## src/rtl/uc_multiciclo_if.sv

```systemverilog
// Control bundle between the multi-cycle control unit and the fd datapath.
// The control unit is the master; the datapath (or a bench) is the slave.
interface uc_multiciclo_if #(
   parameter int CNT_BITS = 32
);
   logic [6:0]          opcode;
   logic [3:0]          alu_flags;
   logic                d_mem_ready;
   logic                d_mem_we;
   logic                rf_we;
   logic                pc_we;
   logic [3:0]          alu_cmd;
   logic                alu_src;
   logic                pc_src;
   logic                rf_src;
   logic                fault;
   logic [CNT_BITS-1:0] retired;
   logic [3:0]          state_dbg;

   modport master (
      input  opcode, alu_flags, d_mem_ready,
      output d_mem_we, rf_we, pc_we, alu_cmd, alu_src, pc_src, rf_src,
             fault, retired, state_dbg
   );

   modport slave (
      output opcode, alu_flags, d_mem_ready,
      input  d_mem_we, rf_we, pc_we, alu_cmd, alu_src, pc_src, rf_src,
             fault, retired, state_dbg
   );
endinterface

```

## src/rtl/uc_multiciclo.sv

```systemverilog
// Multi-cycle control unit for the 64-bit RISC-V datapath: sequences each
// instruction through fetch/decode/exec/mem/writeback and drives fd's strobes.
module uc_multiciclo #(
   parameter int CNT_BITS     = 32,
   parameter int MEM_WAIT_MAX = 15
) (
   input logic              clk,
   input logic              rst_n,
   uc_multiciclo_if.master  bus
);

   localparam int WAIT_W = $clog2(MEM_WAIT_MAX + 1);

   typedef enum logic [3:0] {
      S_FETCH  = 4'd0,
      S_DECODE = 4'd1,
      S_EXEC   = 4'd2,
      S_MEM_RD = 4'd3,
      S_MEM_WR = 4'd4,
      S_WB     = 4'd5,
      S_BRANCH = 4'd6,
      S_FAULT  = 4'd7
   } state_t;

   typedef enum logic [2:0] {
      K_R, K_I, K_LD, K_SD, K_BEQ, K_LUI, K_JAL, K_BAD
   } kind_t;

   typedef struct packed {
      logic       rf_we;
      logic       pc_we;
      logic       d_mem_we;
      logic       rf_src;
      logic       pc_src;
      logic       alu_src;
      logic [3:0] alu_cmd;
   } ctrl_t;

   function automatic kind_t classify(input logic [6:0] op);
      kind_t k;
      case (op)
         7'b0110011: k = K_R;
         7'b0010011: k = K_I;
         7'b0000011: k = K_LD;
         7'b0100011: k = K_SD;
         7'b1100011: k = K_BEQ;
         7'b0110111: k = K_LUI;
         7'b1101111: k = K_JAL;
         default:    k = K_BAD;
      endcase
      return k;
   endfunction

   function automatic logic [3:0] alu_cmd_of(input kind_t k);
      logic [3:0] cmd;
      case (k)
         K_I, K_LD: cmd = 4'd1;
         K_SD:      cmd = 4'd2;
         K_BEQ:     cmd = 4'd3;
         K_LUI:     cmd = 4'd4;
         K_JAL:     cmd = 4'd5;
         default:   cmd = 4'd0;
      endcase
      return cmd;
   endfunction

   function automatic logic uses_imm(input kind_t k);
      return !(k == K_R || k == K_BEQ);
   endfunction

   // Control word for the state being entered; alu_cmd/alu_src stay put
   // through MEM_* and WB so the address and write-back data remain valid.
   function automatic ctrl_t moore_out(input state_t s, input kind_t k, input logic br);
      ctrl_t c;
      c = '0;
      case (s)
         S_EXEC: begin
            c.alu_cmd = alu_cmd_of(k);
            c.alu_src = uses_imm(k);
         end
         S_MEM_RD: begin
            c.rf_src  = 1'b1;
            c.alu_cmd = 4'd1;
            c.alu_src = 1'b1;
         end
         S_MEM_WR: begin
            c.d_mem_we = 1'b1;
            c.alu_cmd  = 4'd2;
            c.alu_src  = 1'b1;
         end
         S_WB: begin
            c.rf_we   = 1'b1;
            c.pc_we   = 1'b1;
            c.rf_src  = (k == K_LD);
            c.pc_src  = (k == K_JAL);
            c.alu_cmd = alu_cmd_of(k);
            c.alu_src = uses_imm(k);
         end
         S_BRANCH: begin
            c.alu_cmd = 4'd3;
            c.pc_we   = 1'b1;
            c.pc_src  = br;
         end
         default: c = '0;
      endcase
      return c;
   endfunction

   state_t              state;
   logic [6:0]          op_q;
   logic                br_q;
   ctrl_t               ctrl_q;
   logic                fault_q;
   logic [CNT_BITS-1:0] retired_q;
   logic [WAIT_W-1:0]   wait_cnt;
   kind_t               kind_q;
   kind_t               kind_in;
   logic                mem_timeout;
   logic                unused_flags;

   assign kind_q       = classify(op_q);
   assign kind_in      = classify(bus.opcode);
   assign mem_timeout  = (32'(wait_cnt) + 1 == MEM_WAIT_MAX);
   assign unused_flags = ^bus.alu_flags[3:1];

   always_ff @(posedge clk or negedge rst_n) begin
      if (!rst_n) begin
         state     <= S_FETCH;
         op_q      <= '0;
         br_q      <= 1'b0;
         ctrl_q    <= '0;
         fault_q   <= 1'b0;
         retired_q <= '0;
         wait_cnt  <= '0;
      end else begin
         case (state)
            S_FETCH: begin
               state  <= S_DECODE;
               ctrl_q <= '0;
            end
            S_DECODE: begin
               op_q <= bus.opcode;
               if (kind_in == K_BAD) begin
                  state   <= S_FAULT;
                  fault_q <= 1'b1;
                  ctrl_q  <= '0;
               end else begin
                  state  <= S_EXEC;
                  ctrl_q <= moore_out(S_EXEC, kind_in, br_q);
               end
            end
            S_EXEC: begin
               br_q     <= bus.alu_flags[0];
               wait_cnt <= '0;
               case (kind_q)
                  K_LD: begin
                     state  <= S_MEM_RD;
                     ctrl_q <= moore_out(S_MEM_RD, kind_q, bus.alu_flags[0]);
                  end
                  K_SD: begin
                     state  <= S_MEM_WR;
                     ctrl_q <= moore_out(S_MEM_WR, kind_q, bus.alu_flags[0]);
                  end
                  K_BEQ: begin
                     state  <= S_BRANCH;
                     ctrl_q <= moore_out(S_BRANCH, kind_q, bus.alu_flags[0]);
                  end
                  default: begin
                     state  <= S_WB;
                     ctrl_q <= moore_out(S_WB, kind_q, bus.alu_flags[0]);
                  end
               endcase
            end
            S_MEM_RD: begin
               if (bus.d_mem_ready) begin
                  state  <= S_WB;
                  ctrl_q <= moore_out(S_WB, kind_q, br_q);
               end else if (mem_timeout) begin
                  state   <= S_FAULT;
                  fault_q <= 1'b1;
                  ctrl_q  <= '0;
               end else begin
                  wait_cnt <= wait_cnt + 1'b1;
               end
            end
            S_MEM_WR: begin
               if (bus.d_mem_ready) begin
                  state     <= S_FETCH;
                  ctrl_q    <= '0;
                  retired_q <= retired_q + 1'b1;
               end else if (mem_timeout) begin
                  state   <= S_FAULT;
                  fault_q <= 1'b1;
                  ctrl_q  <= '0;
               end else begin
                  wait_cnt <= wait_cnt + 1'b1;
               end
            end
            S_WB, S_BRANCH: begin
               state     <= S_FETCH;
               ctrl_q    <= '0;
               retired_q <= retired_q + 1'b1;
            end
            S_FAULT: begin
               ctrl_q  <= '0;
               fault_q <= 1'b1;
            end
            default: begin
               state   <= S_FAULT;
               fault_q <= 1'b1;
               ctrl_q  <= '0;
            end
         endcase
      end
   end

   // A store retires on the same edge memory reports ready, so its PC load
   // has to be qualified by ready inside MEM_WR rather than registered.
   assign bus.pc_we     = ctrl_q.pc_we | ((state == S_MEM_WR) && bus.d_mem_ready);
   assign bus.rf_we     = ctrl_q.rf_we;
   assign bus.d_mem_we  = ctrl_q.d_mem_we;
   assign bus.rf_src    = ctrl_q.rf_src;
   assign bus.pc_src    = ctrl_q.pc_src;
   assign bus.alu_src   = ctrl_q.alu_src;
   assign bus.alu_cmd   = ctrl_q.alu_cmd;
   assign bus.fault     = fault_q;
   assign bus.retired   = retired_q;
   assign bus.state_dbg = state;

endmodule

```

## src/flat_wrapper.sv

```systemverilog
// flat-port wrapper written by rule: the top's interface ports become plain ports
module uc_multiciclo_flat 
#(
   parameter int CNT_BITS     = 32,
   parameter int MEM_WAIT_MAX = 15
)
  (clk, rst_n, bus_opcode, bus_alu_flags, bus_d_mem_ready, bus_d_mem_we, bus_rf_we, bus_pc_we, bus_alu_cmd, bus_alu_src, bus_pc_src, bus_rf_src, bus_fault, bus_retired, bus_state_dbg);
  uc_multiciclo_if #(.CNT_BITS(CNT_BITS)) bus_i ();
  input logic clk;
  input logic rst_n;
  input wire logic [$bits(bus_i.opcode)-1:0] bus_opcode;
  input wire logic [$bits(bus_i.alu_flags)-1:0] bus_alu_flags;
  input wire logic [$bits(bus_i.d_mem_ready)-1:0] bus_d_mem_ready;
  output wire logic [$bits(bus_i.d_mem_we)-1:0] bus_d_mem_we;
  output wire logic [$bits(bus_i.rf_we)-1:0] bus_rf_we;
  output wire logic [$bits(bus_i.pc_we)-1:0] bus_pc_we;
  output wire logic [$bits(bus_i.alu_cmd)-1:0] bus_alu_cmd;
  output wire logic [$bits(bus_i.alu_src)-1:0] bus_alu_src;
  output wire logic [$bits(bus_i.pc_src)-1:0] bus_pc_src;
  output wire logic [$bits(bus_i.rf_src)-1:0] bus_rf_src;
  output wire logic [$bits(bus_i.fault)-1:0] bus_fault;
  output wire logic [$bits(bus_i.retired)-1:0] bus_retired;
  output wire logic [$bits(bus_i.state_dbg)-1:0] bus_state_dbg;
  assign bus_i.opcode = bus_opcode;
  assign bus_i.alu_flags = bus_alu_flags;
  assign bus_i.d_mem_ready = bus_d_mem_ready;
  assign bus_d_mem_we = bus_i.d_mem_we;
  assign bus_rf_we = bus_i.rf_we;
  assign bus_pc_we = bus_i.pc_we;
  assign bus_alu_cmd = bus_i.alu_cmd;
  assign bus_alu_src = bus_i.alu_src;
  assign bus_pc_src = bus_i.pc_src;
  assign bus_rf_src = bus_i.rf_src;
  assign bus_fault = bus_i.fault;
  assign bus_retired = bus_i.retired;
  assign bus_state_dbg = bus_i.state_dbg;
  uc_multiciclo #(.CNT_BITS(CNT_BITS), .MEM_WAIT_MAX(MEM_WAIT_MAX)) u_core (.clk(clk), .rst_n(rst_n), .bus(bus_i));
endmodule
```

## config.mk

```make
export PLATFORM = sky130hd
export DESIGN_NAME = uc_multiciclo_flat
export DESIGN_NICKNAME = d
export VERILOG_FILES = /design/src/rtl/uc_multiciclo_if.sv /design/src/rtl/uc_multiciclo.sv /design/src/flat_wrapper.sv
export SDC_FILE = /design/constraint.sdc
export NUM_CORES = 1
export LEC_CHECK = 0
export CAP_MARGIN = 20
export CORE_MARGIN = 8
export CORE_UTILIZATION = 35
export CTS_CLUSTER_SIZE = 14
export DETAILED_ROUTE_END_ITERATION = 7
export GPL_TIMING_DRIVEN = 0
export PLACE_DENSITY = 0.67
export SETUP_SLACK_MARGIN = 0.5
export SLEW_MARGIN = 10
export SYNTH_ARGS = -nofsm -noshare
export SYNTH_HDL_FRONTEND = slang
export SYNTH_SLANG_ARGS = --single-unit
```

## constraint.sdc

```tcl
create_clock -name clk -period 2.5 [get_ports clk]
set_input_delay 0.375 -clock clk [delete_from_list [all_inputs] [get_ports clk]]
set_output_delay 0.375 -clock clk [all_outputs]
set_load 0.01 [all_outputs]
```

Yosys cells after proc, flatten, opt, wreduce, memory -nomap -nowiden
Cells that the tools add are included.
- multiply operators: 0
- $add $sub $neg: 3
- bitwise operators: 2
- $lt $le $gt $ge: 0
- multiplexer cells: 26
- equality and inequality tests: 40
- div/mod/pow operators: 0
- shifts and indexed selects: 0
- reductions and logical operators: 18
- operator list (kind ; number):
    32-bit case mux with 2 select lines ; 1
    7-bit by 6-bit == test with 1-bit output, second input constant ; 6
    3-bit case mux with 7 select lines ; 2
    10-bit case mux with 4 select lines ; 1
    32-bit by 1-bit adder with 32-bit output, second input constant ; 1
    32-bit by 4-bit == test with 1-bit output, second input constant ; 1
    32-bit 2-to-1 mux ; 1
    10-bit 2-to-1 mux ; 3
    10-bit case mux with 3 select lines ; 1
    3-bit case mux with 5 select lines ; 2
    7-bit == test, second input constant ; 4
    4-bit case mux with 7 select lines ; 1
    3-bit == test, second input constant ; 7
    4-bit 2-to-1 mux ; 5
    3-bit case mux with 3 select lines ; 2
    4-bit by 3-bit == test with 1-bit output, second input constant ; 4
    7-bit by 2-bit == test with 1-bit output, second input constant ; 2
    7-bit by 5-bit == test with 1-bit output, second input constant ; 2
    3-bit by 2-bit == test with 1-bit output, second input constant ; 4
    4-bit by 2-bit == test with 1-bit output, second input constant ; 2
    4-bit case mux with 2 select lines ; 1
    2-bit OR reduction ; 4
    3-bit by 1-bit == test with 1-bit output, second input constant ; 2
    3-bit zero test ; 2
    20 further kinds ; 28
- bits in read-only memories: 0
- flip-flop bits (word level): 58
- word-level logic and storage cells: 101
- latch bits: 0
- memory bits (writable): 0
- memories kept: 0

Depth between registers and ports, before layout
- depth after elaboration: 7
- gate-level depth with buffers: 7

Worst setup path after synthesis
OpenSTA, ideal clock, no wires.
- kind: register -> register
- start point: reg u_core.state[1], in the netlist u_core.bus.state_dbg[1]
- end point: reg u_core.ctrl_q, in the netlist u_core.bus.alu_cmd[1]
- path slack: 0.599 ns
- arrival time: 1.836 ns
- stages on the path, launching flop included: 7
- library setup time: 0.065 ns
- clock period less this slack: 1.901 ns
- cell sequence: dfrtp_1 > buf_6 > nor4b_4 > nand3_2 > or4_1 > o31ai_1 > a211o_1
- longest elaborated chain between the ends: 2
- elaborated cells on any way between the ends: 5
- those cells by class: 4 x eq/ne; 1 x mux
- RTL lines (what ; RTL line ; text):
    start: declaration ; uc_multiciclo.sv:109 ; state_t state;
    start signal: assignment ; uc_multiciclo.sv:128 ; state <= S_FETCH;
    start signal: assignment ; uc_multiciclo.sv:138 ; state <= S_DECODE;
    start signal: assignment ; uc_multiciclo.sv:144 ; state <= S_FAULT;
    4-bit by 3-bit == test with 1-bit output (tied with other cells) ; uc_multiciclo.sv:136 ; case (state)
    10-bit case mux with 4 select lines (*) ; uc_multiciclo.sv:136 ;
    end signal: assignment ; uc_multiciclo.sv:149 ; ctrl_q <= moore_out(S_EXEC, kind_in, br_q);
    end signal: assignment ; uc_multiciclo.sv:158 ; ctrl_q <= moore_out(S_MEM_RD, kind_q, bus.alu_flags[0]);
    end signal: assignment ; uc_multiciclo.sv:162 ; ctrl_q <= moore_out(S_MEM_WR, kind_q, bus.alu_flags[0]);
    end: declaration ; uc_multiciclo.sv:112 ; ctrl_t ctrl_q;
Every way passes the cells marked *; elsewhere a longest branch is shown, timed or not.
A chain may end at the register's enable or synchronous reset.

Final worst setup path
- start point: reg u_core.state[3], in the netlist u_core.bus.state_dbg[3]
- end point: reg u_core.retired_q[31], in the netlist u_core.bus.retired[31]
- longest elaborated chain between the ends: 4
- elaborated cells on any way between the ends: 8
- those cells by class: 4 x eq/ne; 1 x mux; 3 x reduce/logical
- RTL lines (what ; RTL line ; text):
    4-bit by 3-bit == test with 1-bit output ; uc_multiciclo.sv:136 ;
    2-bit OR reduction ; uc_multiciclo.sv:136 ;
    2-bit nonzero test (no line) ; - ;
    2-bit AND reduction (no line) ; - ;
    end signal: assignment ; uc_multiciclo.sv:190 ; retired_q <= retired_q + 1'b1;
    end signal: assignment ; uc_multiciclo.sv:202 ; retired_q <= retired_q + 1'b1;
    end: declaration ; uc_multiciclo.sv:114 ; logic [CNT_BITS-1:0] retired_q;
Several ways; a longest one is shown, not always the timed one.

==> flow_summary.toml <==
[outcome]
status = "finished clean"

[grt]
grt_use_total_pct = 12.6
overflow = 0
grt_pass1_wl_um = 12900
first_global_vias = 2601
grt_max_degree = 59
grt_antenna_before_repair = 0

[detailed_routing]
via_count = 2605
drc = 0
vias_per_cell = 5.27
ant_nets = 0
totalWireLength_um = 7690
drtPass1Iterations = 6
wl_per_cell_um = 15.6
dr.first_iter.drc_count = 101

[layout]
area_growth_pct = 33.7
fill_cells = 819
diodes = 0
drive_gt1_share_pct = 18.9
final_cell_area_um2 = 4180
nets = 398

[floorplanning]
core_area_um2 = 8680
die_h_um = 111
die_w_um = 111
rows = 34
io_pins = 61
die_area_um2 = 12200
initial_core_util_pct = 36.0

[worst_setup_path]
cp-start-kind = "flip-flop"
path_max_fanout = 8
required_ns = 2.76
cp_top_family = "simple AND/OR/NAND/NOR gates"
path_buf_inv = 1
arrival_ns = 2.17
slowest_stage = "dfrtp_2"
cp_slowest_stage_delay_ns = 0.44
path_class = "flip-flop to flip-flop"
endpoint_kind = "flip-flop"
crit_chain = "and2b_2 > and4_4 > or3b_1 > buf_4 > nor4_2 > xor2_1"

[timing]
fin_tns_setup_ns = 0
clock.fmax_mhz = 524
worst_slew_pin_slew_ns = 0.732
slew_viol_final = 0
worst_clock_skew_ns = 0.00364
setup_viol = 0
max_slew_margin_pct = 51.2
rsz0062_at_grt = "yes"
period_share_pct = 76.3
hold_violations = 0
fin_crit_ns = 1.91

[place]
io_buffers = 57
placed_area_um2 = 3830
hpwl_um = 5600
routabilityCongestion = 0.874

[clock_tree]
numCtsBuffers = 9
clkLatencyLatePin_ns = 0.34
clock-root-buffer = "clkbuf_8"
htree_levels = 3
cts.path.max_buffers = 2
cts_tree = "built"
clock_sinks = 58
holdBufCountCts = 0
clk_pin_slew_worst_paths_ns = 0.06

[power_and_ir_drop]
power_leakage_nw = 1.88
powerDensity_nw_per_um2 = 435
p_seq_share_pct = 51.8
ir_worst_vdd_v = 0.000261
intPower_mw = 1.41
clockPowerShare_pct = 44.6
sw_frac_of_total_pct = 22.7
switchingPower_mw = 0.413
p_comb_share_pct = 3.6

[synthesis]
synth_commonest_cells = "dfrtp_1, nand2_1, xnor2_1"
synth_top_cell_area_share_pct = 46.4
synth_flop_cell = "dfrtp_1"
async_reset_ff_share_pct = 100
avgSynthCellArea_um2 = 10.4
synth-seq-area-share_pct = 46.4
yosys.area.top_type = "dfrtp_1"
synthDistinctLibCells = 58
yosysMostFrequentCell = "dfrtp_1"
synth.area.top_cells = "dfrtp_1, xnor2_1, xor2_1"
synth_edf_count = 0
ys_warn_count = 0
synth_nets = 319
syn_inst = 302
synth_area_um2 = 3130
ys_ff_latch = 58

[run]
maxCapViolCount = 0

[worst_hold_path]
hp-class = "primary input to asynchronous set/reset pin"
power groups by stage:
| stage | Combinational [mW] | Clock, mW | Sequential [mW] |
|---|---|---|---|
| final | 0.0652 | 0.812 | 0.943 |
| after global routing | 0.0740 | 0.867 | 0.942 |
| after CTS | 0.0664 | 0.827 | 0.943 |
| after detailed placement | 0.0658 | 0 | 0.960 |
| after global placement | 0.0651 | 0 | 0.960 |
| after floorplan | 0.0177 | 0 | 0.960 |
cells by family (layout without fill, tap and decap cells):
logic type	count (synthesis)	after routing	share of synthesized area, %
AO/OA/AOI/OAI	55	55	11.8
XOR/XNOR	35	35	9.80
adder cells (fa/ha/maj)	3	3	1.20
buffers and inverters	22	106	3.44
flip-flops	58	58	46.4
multiplexers	9	9	3.24
other	1	1	0.120
AND/OR/NAND/NOR	119	119	24.0
flip-flops by register name, indices dropped and copies added, names as in the netlist:
name                  count
u_core.bus.retired       32
u_core.bus.d_mem_we       1
u_core.bus.state_dbg      4
u_core.bus.rf_src         1
u_core.bus.alu_src        1
u_core.bus.fault          1
u_core.bus.rf_we          1
u_core.bus.pc_src         1
u_core.wait_cnt           4
u_core.bus.alu_cmd        4
u_core.op_q               7
u_core.ctrl_q             1
per-stage QoR:
stage               power, mW  worst slack [ns]  hold slack, ns  utilization, %  instances
floorplan               0.978             0.599          0.0794               -        302
global placement         1.03            -0.813           0.449            44.2        467
detailed placement       1.03            0.0600           0.455            44.1        467
CTS                      1.84             0.331           0.129            47.2        491
global route             1.88             0.468           0.159            48.2        494
finish                   1.82             0.593          0.0951            48.2        494
metal layers:
| layer | global-route usage [%] | vias to the layer above | part of all wire (%) |
|---|---|---|---|
| met5 | 0 | - | 0 |
| met3 | 4.17 | 14 | 6.6 |
| met1 | 15.2 | 1257 | 44 |
| met4 | 6.13 | 0 | 2.3 |
| met2 | 19.8 | 84 | 47 |
| li1 | - | 1250 | - |
path summary, 6_finish.rpt:
path | end | slack [ns] | startpoint | cells past startpoint
max reg2reg | u_core.bus.retired[31] | 0.59 | u_core.bus.state_dbg[3] | 6
max in group asynchronous | u_core.bus.state_dbg[3] | 1.89 | rst_n | 1
min in group clk | u_core.bus.retired[31] | 0.46 | u_core.bus.retired[31] | 1
max | u_core.bus.retired[31] | 0.59 | u_core.bus.state_dbg[3] | 6
min reg2reg | u_core.bus.retired[31] | 0.46 | u_core.bus.retired[31] | 1
min | u_core.bus.retired[3] | 0.1 | rst_n | 1
final cells by class:
type                            instances  area [µm²]  share of cell area [%]
Tap cell                              108         135                    3.23
Clock buffer                           15         176                    4.22
Sequential cell                        58        1450                    34.8
Timing Repair Buffer                   68         653                    15.6
Inverter                                8        30.0                   0.718
Buffer                                 14        88.8                    2.12
Multi-Input combinational cell        222        1640                    39.1
Clock inverter                          1        7.51                   0.180
layout by cell type (no fill, tap or decap), types with 9 or more instances in the layout:
cell and instances:
xor2_1 17, a21oi_1 9, clkbuf_8 12, nor2_1 11, clkdlybuf4s50_1 55, o21ai_0 11
xnor2_1 18, mux2_2 9, dfrtp_1 56, nand3_1 12, nand2_1 20, buf_4 19
repair_timing:
action | in CTS | in global routing
buffers inserted | 8 | 3
pin swaps | 2 | 0
setup endpoints to repair | 13 | 18
gates resized for setup | 7 | 21
Power figures use the tool's default switching activity.
